===== src/rtl/adap_quan_mc.sv =====
// ============================================================================
// adap_quan_mc : multi-channel 3-stage pipelined G.726 adaptive quantizer
// Optional macro ADAP_QUAN_OVL_CNT_EN adds OVL_CNT / OVL_CLR.   Rev 1.0
// ============================================================================
`timescale 1ns/1ps
`default_nettype none

module adap_quan_mc #(
  parameter int         NCH      = 4,
  parameter int         CHW      = 2,
  parameter logic [1:0] RATE_RST = 2'b01
) (
  input  logic           CLK,
  input  logic           RESET,
  input  logic           IN_VALID,
  output logic           IN_READY,
  input  logic [CHW-1:0] IN_CH,
  input  logic [15:0]    D,
  input  logic [12:0]    Y,
  input  logic           CFG_WE,
  input  logic [CHW-1:0] CFG_CH,
  input  logic [1:0]     CFG_RATE,
  output logic           OUT_VALID,
  input  logic           OUT_READY,
  output logic [CHW-1:0] OUT_CH,
  output logic [1:0]     OUT_RATE,
  output logic [4:0]     I
`ifdef ADAP_QUAN_OVL_CNT_EN
  ,
  output logic [15:0]    OVL_CNT,
  input  logic           OVL_CLR
`endif
);

  localparam logic [1:0]   c_r16 = 2'b11;
  localparam logic [1:0]   c_r24 = 2'b10;
  localparam logic [1:0]   c_r32 = 2'b01;
  localparam logic [CHW:0] c_nch = (CHW+1)'(NCH);

  // Decision levels in log2 units with 7 fractional bits; negatives wrap in 12-bit DLN
  localparam logic signed [11:0] c_th16 [1]  = '{12'sd261};
  localparam logic signed [11:0] c_th24 [3]  = '{12'sd8, 12'sd218, 12'sd331};
  localparam logic signed [11:0] c_th32 [7]  = '{-12'sd124, 12'sd80, 12'sd178, 12'sd246,
                                                 12'sd300, 12'sd349, 12'sd400};
  localparam logic signed [11:0] c_th40 [15] = '{-12'sd122, -12'sd16, 12'sd68, 12'sd139,
                                                 12'sd198, 12'sd250, 12'sd298, 12'sd339,
                                                 12'sd378, 12'sd413, 12'sd445, 12'sd475,
                                                 12'sd502, 12'sd528, 12'sd553};

  function automatic logic [3:0] f_mag(input logic [11:0] dln, input logic [1:0] rate);
    logic signed [11:0] s;
    logic [3:0]         m;
    s = $signed(dln);
    m = 4'd0;
    case (rate)
      c_r16:   for (int k = 0; k < 1; k++)  if (s >= c_th16[k]) m = 4'(k + 1);
      c_r24:   for (int k = 0; k < 3; k++)  if (s >= c_th24[k]) m = 4'(k + 1);
      c_r32:   for (int k = 0; k < 7; k++)  if (s >= c_th32[k]) m = 4'(k + 1);
      default: for (int k = 0; k < 15; k++) if (s >= c_th40[k]) m = 4'(k + 1);
    endcase
    return m;
  endfunction

  function automatic logic [4:0] f_code(input logic [3:0] mag, input logic ds,
                                        input logic [1:0] rate);
    logic [4:0] c;
    case (rate)
      c_r16:   c = {1'b0, ds ? (4'd3 - mag) : mag};
      c_r24:   c = {1'b0, ds ? (4'd7 - mag) : mag};
      c_r32: begin
        c = {1'b0, ds ? (4'd15 - mag) : mag};
        if (c == 5'd0) c = 5'h0F;
      end
      default: begin
        c = ds ? (5'd31 - {1'b0, mag}) : {1'b0, mag};
        if (c == 5'd0) c = 5'h1F;
      end
    endcase
    return c;
  endfunction

  logic [1:0]     r_rate [NCH];
  logic           r_v1, r_v2, r_v3;
  logic           r_ds1, r_ds2;
  logic [11:0]    r_dl1, r_dln2;
  logic [10:0]    r_yq1;
  logic [1:0]     r_rate1, r_rate2, r_rate3;
  logic [CHW-1:0] r_ch1, r_ch2, r_ch3;
  logic [4:0]     r_i3;

  logic           w_s1_adv, w_s2_adv, w_s3_adv;
  logic [15:0]    w_dneg;
  logic [14:0]    w_dqm;
  logic [3:0]     w_exp;
  logic [6:0]     w_mant;
  logic [CHW-1:0] w_idx;
  logic [1:0]     w_rate_in;
  logic [3:0]     w_mag;
  logic [4:0]     w_code;
  logic           w_unused_bits;

  assign w_s3_adv = ~r_v3 | OUT_READY;
  assign w_s2_adv = ~r_v2 | w_s3_adv;
  assign w_s1_adv = ~r_v1 | w_s2_adv;
  assign IN_READY = w_s1_adv;

  // 16'h8000 has no positive counterpart, so its magnitude saturates
  assign w_dneg = 16'd0 - D;
  assign w_dqm  = D[15] ? ((D == 16'h8000) ? 15'h7FFF : w_dneg[14:0]) : D[14:0];

  always_comb begin
    w_exp = 4'd0;
    for (int k = 0; k < 15; k++) if (w_dqm[k]) w_exp = 4'(k + 1);
  end

  assign w_mant        = 7'({w_dqm, 7'd0} >> w_exp);
  assign w_idx         = ({1'b0, IN_CH} < c_nch) ? IN_CH : '0;
  assign w_rate_in     = r_rate[w_idx];
  assign w_mag         = f_mag(r_dln2, r_rate2);
  assign w_code        = f_code(w_mag, r_ds2, r_rate2);
  assign w_unused_bits = &{1'b0, Y[1:0], w_dneg[15]};

  always_ff @(posedge CLK or posedge RESET) begin
    if (RESET) begin
      for (int k = 0; k < NCH; k++) r_rate[k] <= RATE_RST;
    end else if (CFG_WE) begin
      for (int k = 0; k < NCH; k++) if (CFG_CH == CHW'(k)) r_rate[k] <= CFG_RATE;
    end
  end

  always_ff @(posedge CLK or posedge RESET) begin
    if (RESET) begin
      r_v1    <= 1'b0;
      r_v2    <= 1'b0;
      r_v3    <= 1'b0;
      r_ds1   <= 1'b0;
      r_ds2   <= 1'b0;
      r_dl1   <= '0;
      r_dln2  <= '0;
      r_yq1   <= '0;
      r_rate1 <= RATE_RST;
      r_rate2 <= RATE_RST;
      r_rate3 <= RATE_RST;
      r_ch1   <= '0;
      r_ch2   <= '0;
      r_ch3   <= '0;
      r_i3    <= '0;
    end else begin
      if (w_s1_adv) begin
        r_v1 <= IN_VALID;
        if (IN_VALID) begin
          r_ds1   <= D[15];
          r_dl1   <= {w_exp, w_mant};
          r_yq1   <= Y[12:2];
          r_rate1 <= w_rate_in;
          r_ch1   <= IN_CH;
        end
      end
      if (w_s2_adv) begin
        r_v2 <= r_v1;
        if (r_v1) begin
          r_ds2   <= r_ds1;
          r_dln2  <= r_dl1 - {1'b0, r_yq1};
          r_rate2 <= r_rate1;
          r_ch2   <= r_ch1;
        end
      end
      if (w_s3_adv) begin
        r_v3 <= r_v2;
        if (r_v2) begin
          r_i3    <= w_code;
          r_rate3 <= r_rate2;
          r_ch3   <= r_ch2;
        end
      end
    end
  end

  assign OUT_VALID = r_v3;
  assign OUT_CH    = r_ch3;
  assign OUT_RATE  = r_rate3;
  assign I         = r_i3;

`ifdef ADAP_QUAN_OVL_CNT_EN
  logic        r_top3;
  logic [15:0] r_ovl_cnt;
  logic        w_top;

  always_comb begin
    case (r_rate2)
      c_r16:   w_top = (w_mag == 4'd1);
      c_r24:   w_top = (w_mag == 4'd3);
      c_r32:   w_top = (w_mag == 4'd7);
      default: w_top = (w_mag == 4'd15);
    endcase
  end

  always_ff @(posedge CLK or posedge RESET) begin
    if (RESET) begin
      r_top3    <= 1'b0;
      r_ovl_cnt <= '0;
    end else begin
      if (w_s3_adv && r_v2) r_top3 <= w_top;
      if (OVL_CLR)
        r_ovl_cnt <= '0;
      else if (r_v3 && OUT_READY && r_top3 && (r_ovl_cnt != 16'hFFFF))
        r_ovl_cnt <= r_ovl_cnt + 16'd1;
    end
  end

  assign OVL_CNT = r_ovl_cnt;
`else
  // Overload counter not built in this configuration.
`endif

endmodule

`default_nettype wire


===== config.mk =====
export PLATFORM = sky130hd
export DESIGN_NAME = adap_quan_mc
export DESIGN_NICKNAME = d
export VERILOG_FILES = /design/src/rtl/adap_quan_mc.sv
export SDC_FILE = /design/constraint.sdc
export NUM_CORES = 1
export LEC_CHECK = 0
export BUFFER_PORTS_ARGS = -buffer_cell sky130_fd_sc_hd__buf_2
export CORE_MARGIN = 2
export CORE_UTILIZATION = 60
export CTS_CLUSTER_DIAMETER = 200
export DETAILED_ROUTE_END_ITERATION = 7
export GPL_TIMING_DRIVEN = 0
export PLACE_DENSITY = 0.84
export RECOVER_POWER = 100
export SETUP_SLACK_MARGIN = 0.15
export SKIP_CTS_REPAIR_TIMING = 1
export SLEW_MARGIN = 20
export SYNTH_ARGS = -nofsm -noshare
export SYNTH_HDL_FRONTEND = slang
export SYNTH_SLANG_ARGS = --single-unit

===== constraint.sdc =====
create_clock -name CLK -period 4 [get_ports CLK]
set_input_delay 0.4 -clock CLK [delete_from_list [all_inputs] [get_ports CLK]]
set_output_delay 0.4 -clock CLK [all_outputs]
set_load 0.05 [all_outputs]

-- After elaboration in Yosys (flattened, before gate mapping)
Index checks and enable logic that the tools add are counted.
- bitwise logic cells: 7
- multiplexer cells: 54
- shifts and indexed selects: 1
- equality and inequality tests: 7
- magnitude comparators: 27
- reductions and logical operators: 10
- $add $sub $neg: 6
- operators by type and width (operator ; count):
    4-bit 2-to-1 mux ; 39
    12-bit by 10-bit >= comparator with 1-bit output, second input constant ; 12
    12-bit by 9-bit >= comparator with 1-bit output, second input constant ; 6
    12-bit by 8-bit >= comparator with 1-bit output, second input constant ; 4
    15-bit 2-to-1 mux ; 2
    12-bit by 11-bit >= comparator with 1-bit output, second input constant ; 2
    12-bit by 5-bit >= comparator with 1-bit output, second input constant ; 2
    22-bit by 4-bit right shift with 7-bit output ; 1
    16-bit == test, second input constant ; 1
    5-bit one-hot mux with 3 select lines ; 1
    1-bit by 15-bit subtractor with 15-bit output, first input constant ; 1
    2-bit AND reduction ; 7
    4-bit one-hot mux with 3 select lines ; 1
    11-bit by 11-bit subtractor with 12-bit output ; 1
    5-bit 2-to-1 mux ; 2
    2-bit == test, second input constant ; 4
    2-bit 2-to-1 mux ; 3
    5-bit logical NOT ; 1
    1-bit 2-to-1 mux ; 5
    5-bit by 4-bit subtractor with 5-bit output, first input constant ; 1
    2-bit binary-select mux with 2-bit select ; 1
    2-bit by 1-bit == test with 1-bit output, second input constant ; 2
    4-bit logical NOT ; 1
    2-bit by 4-bit subtractor with 4-bit output, first input constant ; 1
    other kinds (7) ; 11
- bits in registers: 64
- output and inout bits: 11
- word-level logic and storage cells: 131
- input bits: 40

-- Logic depth before layout (Yosys ltp)
Gate-level depths: netlist (run 1).
- depth in word-level cells: 22
- mapped depth: 16

-- Least setup slack after synthesis (run 1)
No wires, ideal clock.
- path kind: input -> register
- start: input D[0]
- end: register r_dl1[2]
- arrival time: 3302 ps
- stages: 14
- setup slack: 562 ps
- path buffers: 2
- data required time: 3865 ps
- setup time: 135 ps
- cell sequence: inv_1 > ha_1 > buf_2 > or3b_2 > clkbuf_1 > o31ai_1 > xnor2_1 > a21boi_0 > o32a_1 > a21oi_4 > mux2_1 > a31oi_1 > a2bb2oi_1 > o21ai_0
- word-level cells in the longest chain between the ends: 19
- elaborated cells on any way between the ends: 20
- ends and longest elaborated chain (what ; line ; text):
    from (decl) ; 18 ; input logic [15:0] D,
    1-bit by 15-bit subtractor with 15-bit output or 16-bit == test (tied branches) ; 108, 109 ;
    15-bit 2-to-1 mux ; 109 ; assign w_dqm = D[15] ? ((D == 16'h8000) ? 15'h7FFF : w_dneg[14:0]) : D[14:0];
    15-bit 2-to-1 mux (*) ; 109 ;
    1-bit 2-to-1 mux ; 113 ; for (int k = 0; k < 15; k++) if (w_dqm[k]) w_exp = 4'(k + 1);
    2-bit 2-to-1 mux ; 113 ;
    4-bit 2-to-1 mux (13 in a row) ; 113 ;
    22-bit by 4-bit right shift with 7-bit output (*) ; 116 ; assign w_mant = 7'({w_dqm, 7'd0} >> w_exp);
    to (signal assigned) ; 153 ; r_dl1 <= {w_exp, w_mant};
    to (decl) ; 85 ; logic [11:0] r_dl1, r_dln2;
Every way passes the cells marked *; elsewhere a longest branch is shown, timed or not.
A chain may end at the register's enable or synchronous reset.

-- Final worst setup path (run 1)
Same ends and word-level chain as after synthesis.

==> results of run 1 <==
==> metrics by stage <==
stage | TNS [ns] | setup slack (ns)
2_1_floorplan | 0 | 0.562
3_5_place_dp | -0.0743 | -0.0579
6_report | 0 | 0.284
5_1_grt | 0 | 0.0742
3_3_place_gp | -0.0161 | -0.0161
4_1_cts | 0 | 0.299
==> power breakdown <==
group	switching (mW)	leakage, nW	internal (mW)	total [mW]
sequential	0.123	0.753	0.830	0.953
combinational	1.03	1.53	0.546	1.57
clock	0.280	0.115	0.358	0.638
total	1.43	2.40	1.73	3.16
==> how the worst max path moves through the flow <==
| stage | end | slack [ns] | from |
|---|---|---|---|
| final | r_dl1[2] | 0.28 | D[0] |
| after global routing | r_dl1[5] | 0.07 | D[1] |
| after CTS | I[4] | 0.30 | r_dln2[9] |
| after detailed placement | r_dl1[2] | -0.06 | D[0] |
| after global placement | r_dl1[2] | -0.02 | D[0] |
| after floorplan | r_dl1[2] | 0.56 | D[0] |
==> registers in the layout, summed over array words and instances (netlist names), 5 cells and up <==
register	cells
r_dln2	12
r_dl1	11
r_yq1	11
r_rate	8
I	5
==> area by class of cell <==
| class | count | area (µm²) | area share, % |
|---|---|---|---|
| timing repair buffer | 46 | 225 | 3.97 |
| clock buffer | 9 | 124 | 2.18 |
| buffer | 43 | 179 | 3.15 |
| multi-input combinational | 476 | 3160 | 55.7 |
| clock inverter | 7 | 100 | 1.76 |
| inverter | 39 | 148 | 2.60 |
| tap | 105 | 131 | 2.31 |
| sequential | 64 | 1610 | 28.4 |
==> logic make-up (layout without fill, tap and decap cells) <==
logic type,count (synthesis),in the layout,share of synthesized area (%)
flip-flops,64,64,31.6
AND/OR/NAND/NOR,217,217,21.4
buffers and inverters,82,144,6.52
XOR/XNOR,15,15,2.73
adder cells (fa/ha/maj),13,13,3.34
AO/OA/AOI/OAI,195,195,26.2
multiplexers,36,36,8.16
==> metal layers <==
| layer | routed length, µm | up-vias | part of all wire [%] | track usage, % |
|---|---|---|---|---|
| met5 | 0 | - | 0 | 0 |
| met4 | 458 | 0 | 3.4 | 15.1 |
| met3 | 670 | 45 | 4.9 | 5.32 |
| met2 | 6730 | 200 | 50 | 53.5 |
| met1 | 5720 | 2380 | 42 | 38.5 |
| li1 | - | 2376 | - | - |
==> layout by cell type (no fill, tap or decap), drive strengths merged, types with 6 or more instances in the layout <==
cell    synthesis  final
a211oi         10     10
nand2b         16     16
mux2i          13     13
nor2b           9      9
a31oi          13     13
clkbuf         35     59
mux2           21     21
nor2           39     39
nand2          73     73
or3             7      7
nor3           12     12
a21oi          30     30
a21boi          6      6
and2            9      9
dfstp           7      7
o22ai           7      7
nand3          11     11
buf             8     37
o21ai          57     57
o31ai          13     13
ha             12     12
dfrtp          57     57
xor2            6      6
nand4           8      8
xnor2           9      9
inv            39     41
a21o            7      7
==> critical path, stage by stage <==
cell and delay [ns]:
buf_2 0.14, inv_1 0.06, ha_1 0.12, buf_2 0.21, or3b_2 0.46, clkbuf_1 0.18
and2_0 0.22, xnor2_1 0.18, o32a_1 0.37, o311ai_2 0.44, a21o_1 0.17, buf_2 0.18
buf_4 0.20, nor3_1 0.08, a31oi_2 0.24, a2bb2oi_1 0.18, o21ai_0 0.09
==> run metrics, run 1 <==
fin area=0.00568 mm²; clk_skew=0.0160 ns; Port Buffers=44; initial antenna violation count=0; Synth Flop Type=dfrtp_1; cell count after placement=772; Net Count, Synth=675; Hold EP=r_yq1[8]; unrepaired setup endpoints after global routing=yes; drc violations=0; core area=0.00822 mm²; Setup Viol. Count Final=0; max frequency=0.269 GHz; commonest cells in the netlist=nand2_1 (73), dfrtp_1 (57), o21ai_0 (54), inv_1 (39), nor2_1 (38); share of layout cells above drive strength 1=15.1%; Die Wd=96.1 µm; Max Root-Sink Buffers=2; fin crit share=92.9%; # Max-Cap Violations=1; top post-synthesis cells by area=dfrtp_1 (28%), nand2_1 (5.4%), o21ai_0 (5.3%); placed inst area=0.00547 mm²; via count=5001; R2R depth=11; Filler cells=696; hold violation count in the final report=0; maximum fanout along the worst path=10; Clock Latency Late Sink=0.34 ns; worst hold slack=0.254 ns; Hold Startpoint=Y[10]; reg2reg end=I[4]; P_leak=2.40 nW; final global-route overflow total=0; largest net degree at the start of global routing=55; CP Capture Type=flip-flop; Clk pin slew, worst setup/hold paths=0.09 ns; RR Startpoint=r_dln2[9]; worst vdd ir=0.336 mV; row count=33; hold depth=3; Initial Util=61.9%; first-pass GRT wire length=22.7 mm; Slew @ Worst Pin=2.39 ns; CTS tree=built; most common cell in the netlist=nand2_1; Slew Limit Fails=55; CP Data Arrival Time=3.93 ns; Async S/R FF share, synth=100%; Root Buffer=clkbuf_8; worst endpoint required time=4.21 ns; sequential area share after synthesis=31.6%; hold crit path type=in2reg; initial DRC count=318; synth warn=0; Die Height=96.1 µm; htree depth=3; max_slew headroom=-59.4%; Vias/cell=6.34; outcome=finished with violations; crit start category=primary input; Yosys top cell by area=dfrtp_1; Mapped Area=0.00509 mm²; ant diodes=0; failing checks=capacitance limit, slew limit; Pwr Total=3.16 mW; GRT Total Usage=31.4%; final core utilization=69.1%; Synth top area share=28.0%; Die ar.=0.00923 mm²; Layout Nets=732; Avg Cell Area, Syn=8.18 µm²; TritonCTS Buffers=9; Post-Layout Cell Count=789; EDFF count, synth=0; wire per inst=17.2 µm; P per Cell Area=557 mW/mm²; GPL Wtd Cong=0.949; Synth cell types=78; post-DP HPWL=10.4 mm; #FFs+latches synth=64; DRT Pass-1 Iters=5; FF-to-FF setup slack=0.41 ns; Detail Route Antenna Nets=0; Syn Inst Count=622; number of global-route vias before repair=4809; Worst Setup Path Type=in2reg; area grow syn2layout=11.6%; Total Wirelength=13.6 mm; # IOs=51; min Tclk post-route=3.72 ns; clock sink count=64
Power figures use the tool's default switching activity.
==> run 2, diff against run 1 <==
- ABC_AREA: default -> 1
- MAX_ROUTING_LAYER: default -> met4
==> run 2 against run 1 <==
The flow now finishes without violations; final cell count increased by 15%; critical path depth increased by 1; combinational power increased by 18%; sequential cell count unchanged; core utilization increased by 1.3 points; clock skew increased by 0.0046 ns; critical endpoint is now r_dl1[4]; largest power group unchanged.
==> run metrics, run 2 <==
P per Cell Area=653 mW/mm²; GRT Total Usage=32.8%; ant diodes=0; most common cell in the netlist=nand2_1; maximum fanout along the worst path=10; Int Pwr=1.83 mW; max_slew headroom=57.0%; via count=5143; area grow syn2layout=12.7%; Slew Limit Fails=0; Die Height=93.9 µm; Slew @ Worst Pin=0.644 ns; #FFs+latches synth=64; largest net degree at the start of global routing=57; fin crit share=81.2%; CP Data Arrival Time=3.47 ns; Reg area=0.00161 mm²; Initial Util=62.4%; Pwr Total=3.57 mW; Post-Layout Cell Count=910; top post-synthesis cells by area=dfrtp_1 (29%), nand2_1 (17%), inv_1 (7.1%); number of global-route vias before repair=4967; worst vdd ir=0.275 mV; logic gate share of total power=52.2%; unrepaired setup endpoints after global routing=no; htree depth=3; Clock Latency Late Sink=0.35 ns; Filler cells=696; largest reg by FF count=r_dln2; commonest cells in the netlist=nand2_1 (215), inv_1 (92), nor2_1 (92), o21ai_0 (65), dfrtp_1 (57); Detail Route Antenna Nets=0; drc violations=0; Switching Power=1.74 mW; first-pass GRT wire length=22.1 mm; Async S/R FF share, synth=100%; CP Capture Type=flip-flop; Synth top area share=29.4%; Clk pin slew, worst setup/hold paths=0.06 ns; EDFF count, synth=0; Max Root-Sink Buffers=2; area occupied by multi-input gates=0.00273 mm²; row count=32; share of layout cells above drive strength 1=11.8%; Setup Viol. Count Final=0; GPL Wtd Cong=1.04; Die ar.=0.00882 mm²; most frequent cells in the layout=nand2_1 (216), nor2_1 (93), inv_1 (92), o21ai_0 (67), dfrtp_1 (57); Avg Cell Area, Syn=6.53 µm²; DRT Pass-1 Iters=8; post-DP HPWL=10.1 mm; final global-route overflow total=0; sequential power share=28.5%; Layout Nets=856; worst endpoint required time=4.23 ns; Yosys top cell by area=dfrtp_1; hold violation count in the final report=0; core area=0.00777 mm²; CTS tree=built; outcome=finished, final reports clean; max reg flops=12; wire per inst=14.4 µm; # IOs=51; # Max-Cap Violations=0; Net Count, Synth=795; Largest regs=r_dln2 (12), r_dl1 (11), r_yq1 (11); Synth cell types=44; cell count after placement=893; power share of the clock group=19.4%; max frequency=0.308 GHz; Vias/cell=5.65; fin area=0.00547 mm²; clock sink count=64; placed inst area=0.00525 mm²; synth warn=0; sequential area share after synthesis=33.2%; Root Buffer=clkbuf_8; TritonCTS Buffers=9; Mapped Area=0.00485 mm²; min Tclk post-route=3.25 ns; switching fraction of total power=48.9%; clk_skew=0.0206 ns; Total Wirelength=13.1 mm; commonest non-fill, non-tap cell in the layout=nand2_1; crit start category=primary input; Syn Inst Count=742; initial DRC count=344; initial antenna violation count=0; setup_tns=0 ns; Worst Setup Path Type=in2reg; P_leak=2.83 nW; Port Buffers=48; Synth Flop Type=dfrtp_1; Die Wd=93.9 µm; hold crit path type=in2reg
-- run 2: worst max-delay path, stage by stage --
cell      delay, ns
buf_2          0.10
inv_1          0.10
nand3_1        0.10
nor2_1         0.13
nand4_1        0.12
nor3_1         0.38
nor2_1         0.11
a21oi_1        0.32
inv_1          0.11
nor2_1         0.14
nand2_1        0.07
a21oi_1        0.47
clkbuf_1       0.43
o211ai_1       0.15
nand2_1        0.09
nand2_1        0.05
nor2_1         0.13
nor2_1         0.05
-- run 2: path summary, 6_finish.rpt --
| kind | endpoint | depth (start not counted) | slack, ns | start |
|---|---|---|---|---|
| max | r_dl1[4] | 18 | 0.75 | D[2] |
| max reg2reg | I[1] | 23 | 0.99 | r_dln2[4] |
| min in group asynchronous | r_rate[3] | 3 | 0.61 | RESET |
| max in group asynchronous | OUT_RATE[0] | 4 | 2.76 | RESET |
| min reg2reg | r_ch2[1] | 2 | 0.49 | r_ch2[1] |
| min | r_yq1[5] | 3 | 0.28 | Y[7] |
-- run 2: kinds of logic (layout without fill, tap and decap cells) --
kind of cell    count (synthesis)  count (layout)  share of synthesized area, %
compound gates                137             137                          16.4
simple gates                  394             394                          34.7
fa+ha+maj                      13              13                          3.51
buf+inv                       122             188                          10.0
xor+xnor                       12              12                          2.17
flops                          64              64                          33.2
-- run 2: layer usage --
| layer | vias up | part of all wire (%) | track usage [%] |
|---|---|---|---|
| li1 | 2520 | - | - |
| met1 | 2368 | 39 | 35.4 |
| met2 | 208 | 52 | 57.7 |
| met3 | 47 | 4.8 | 6.18 |
| met4 | 0 | 4.2 | 16.1 |
| met5 | - | 0 | - |
-- run 2: area by class of cell --
type | count | share of cell area, %
multi-input combinational | 556 | 49.9
tap | 102 | 2.33
buffer | 16 | 1.46
sequential | 64 | 29.5
inverter | 106 | 7.39
clock inverter | 6 | 2.13
clock buffer | 10 | 2.52
timing repair buffer | 50 | 4.81
-- run 2: power by group through the flow --
stage / clock network [mW] / logic (mW) / registers, mW
2_1_floorplan: 0 / 1.24 / 1.12
3_3_place_gp: 0 / 1.79 / 1.01
3_5_place_dp: 0 / 1.83 / 1.02
4_1_cts: 0.699 / 1.85 / 1.01
5_1_grt: 0.727 / 2.08 / 1.04
6_report: 0.692 / 1.86 / 1.02
-- run 2: per-stage QoR --
stage / setup slack (ns) / hold slack [ns] / util (%)
after global placement: 0.988 / 0.459 / 67.2
after global routing: 0.390 / 0.282 / 70.4
after CTS: 1.10 / -0.0658 / 70.8
after floorplan: 1.45 / 0.442 / -
final: 0.753 / 0.279 / 70.4
after detailed placement: 0.956 / 0.308 / 67.5
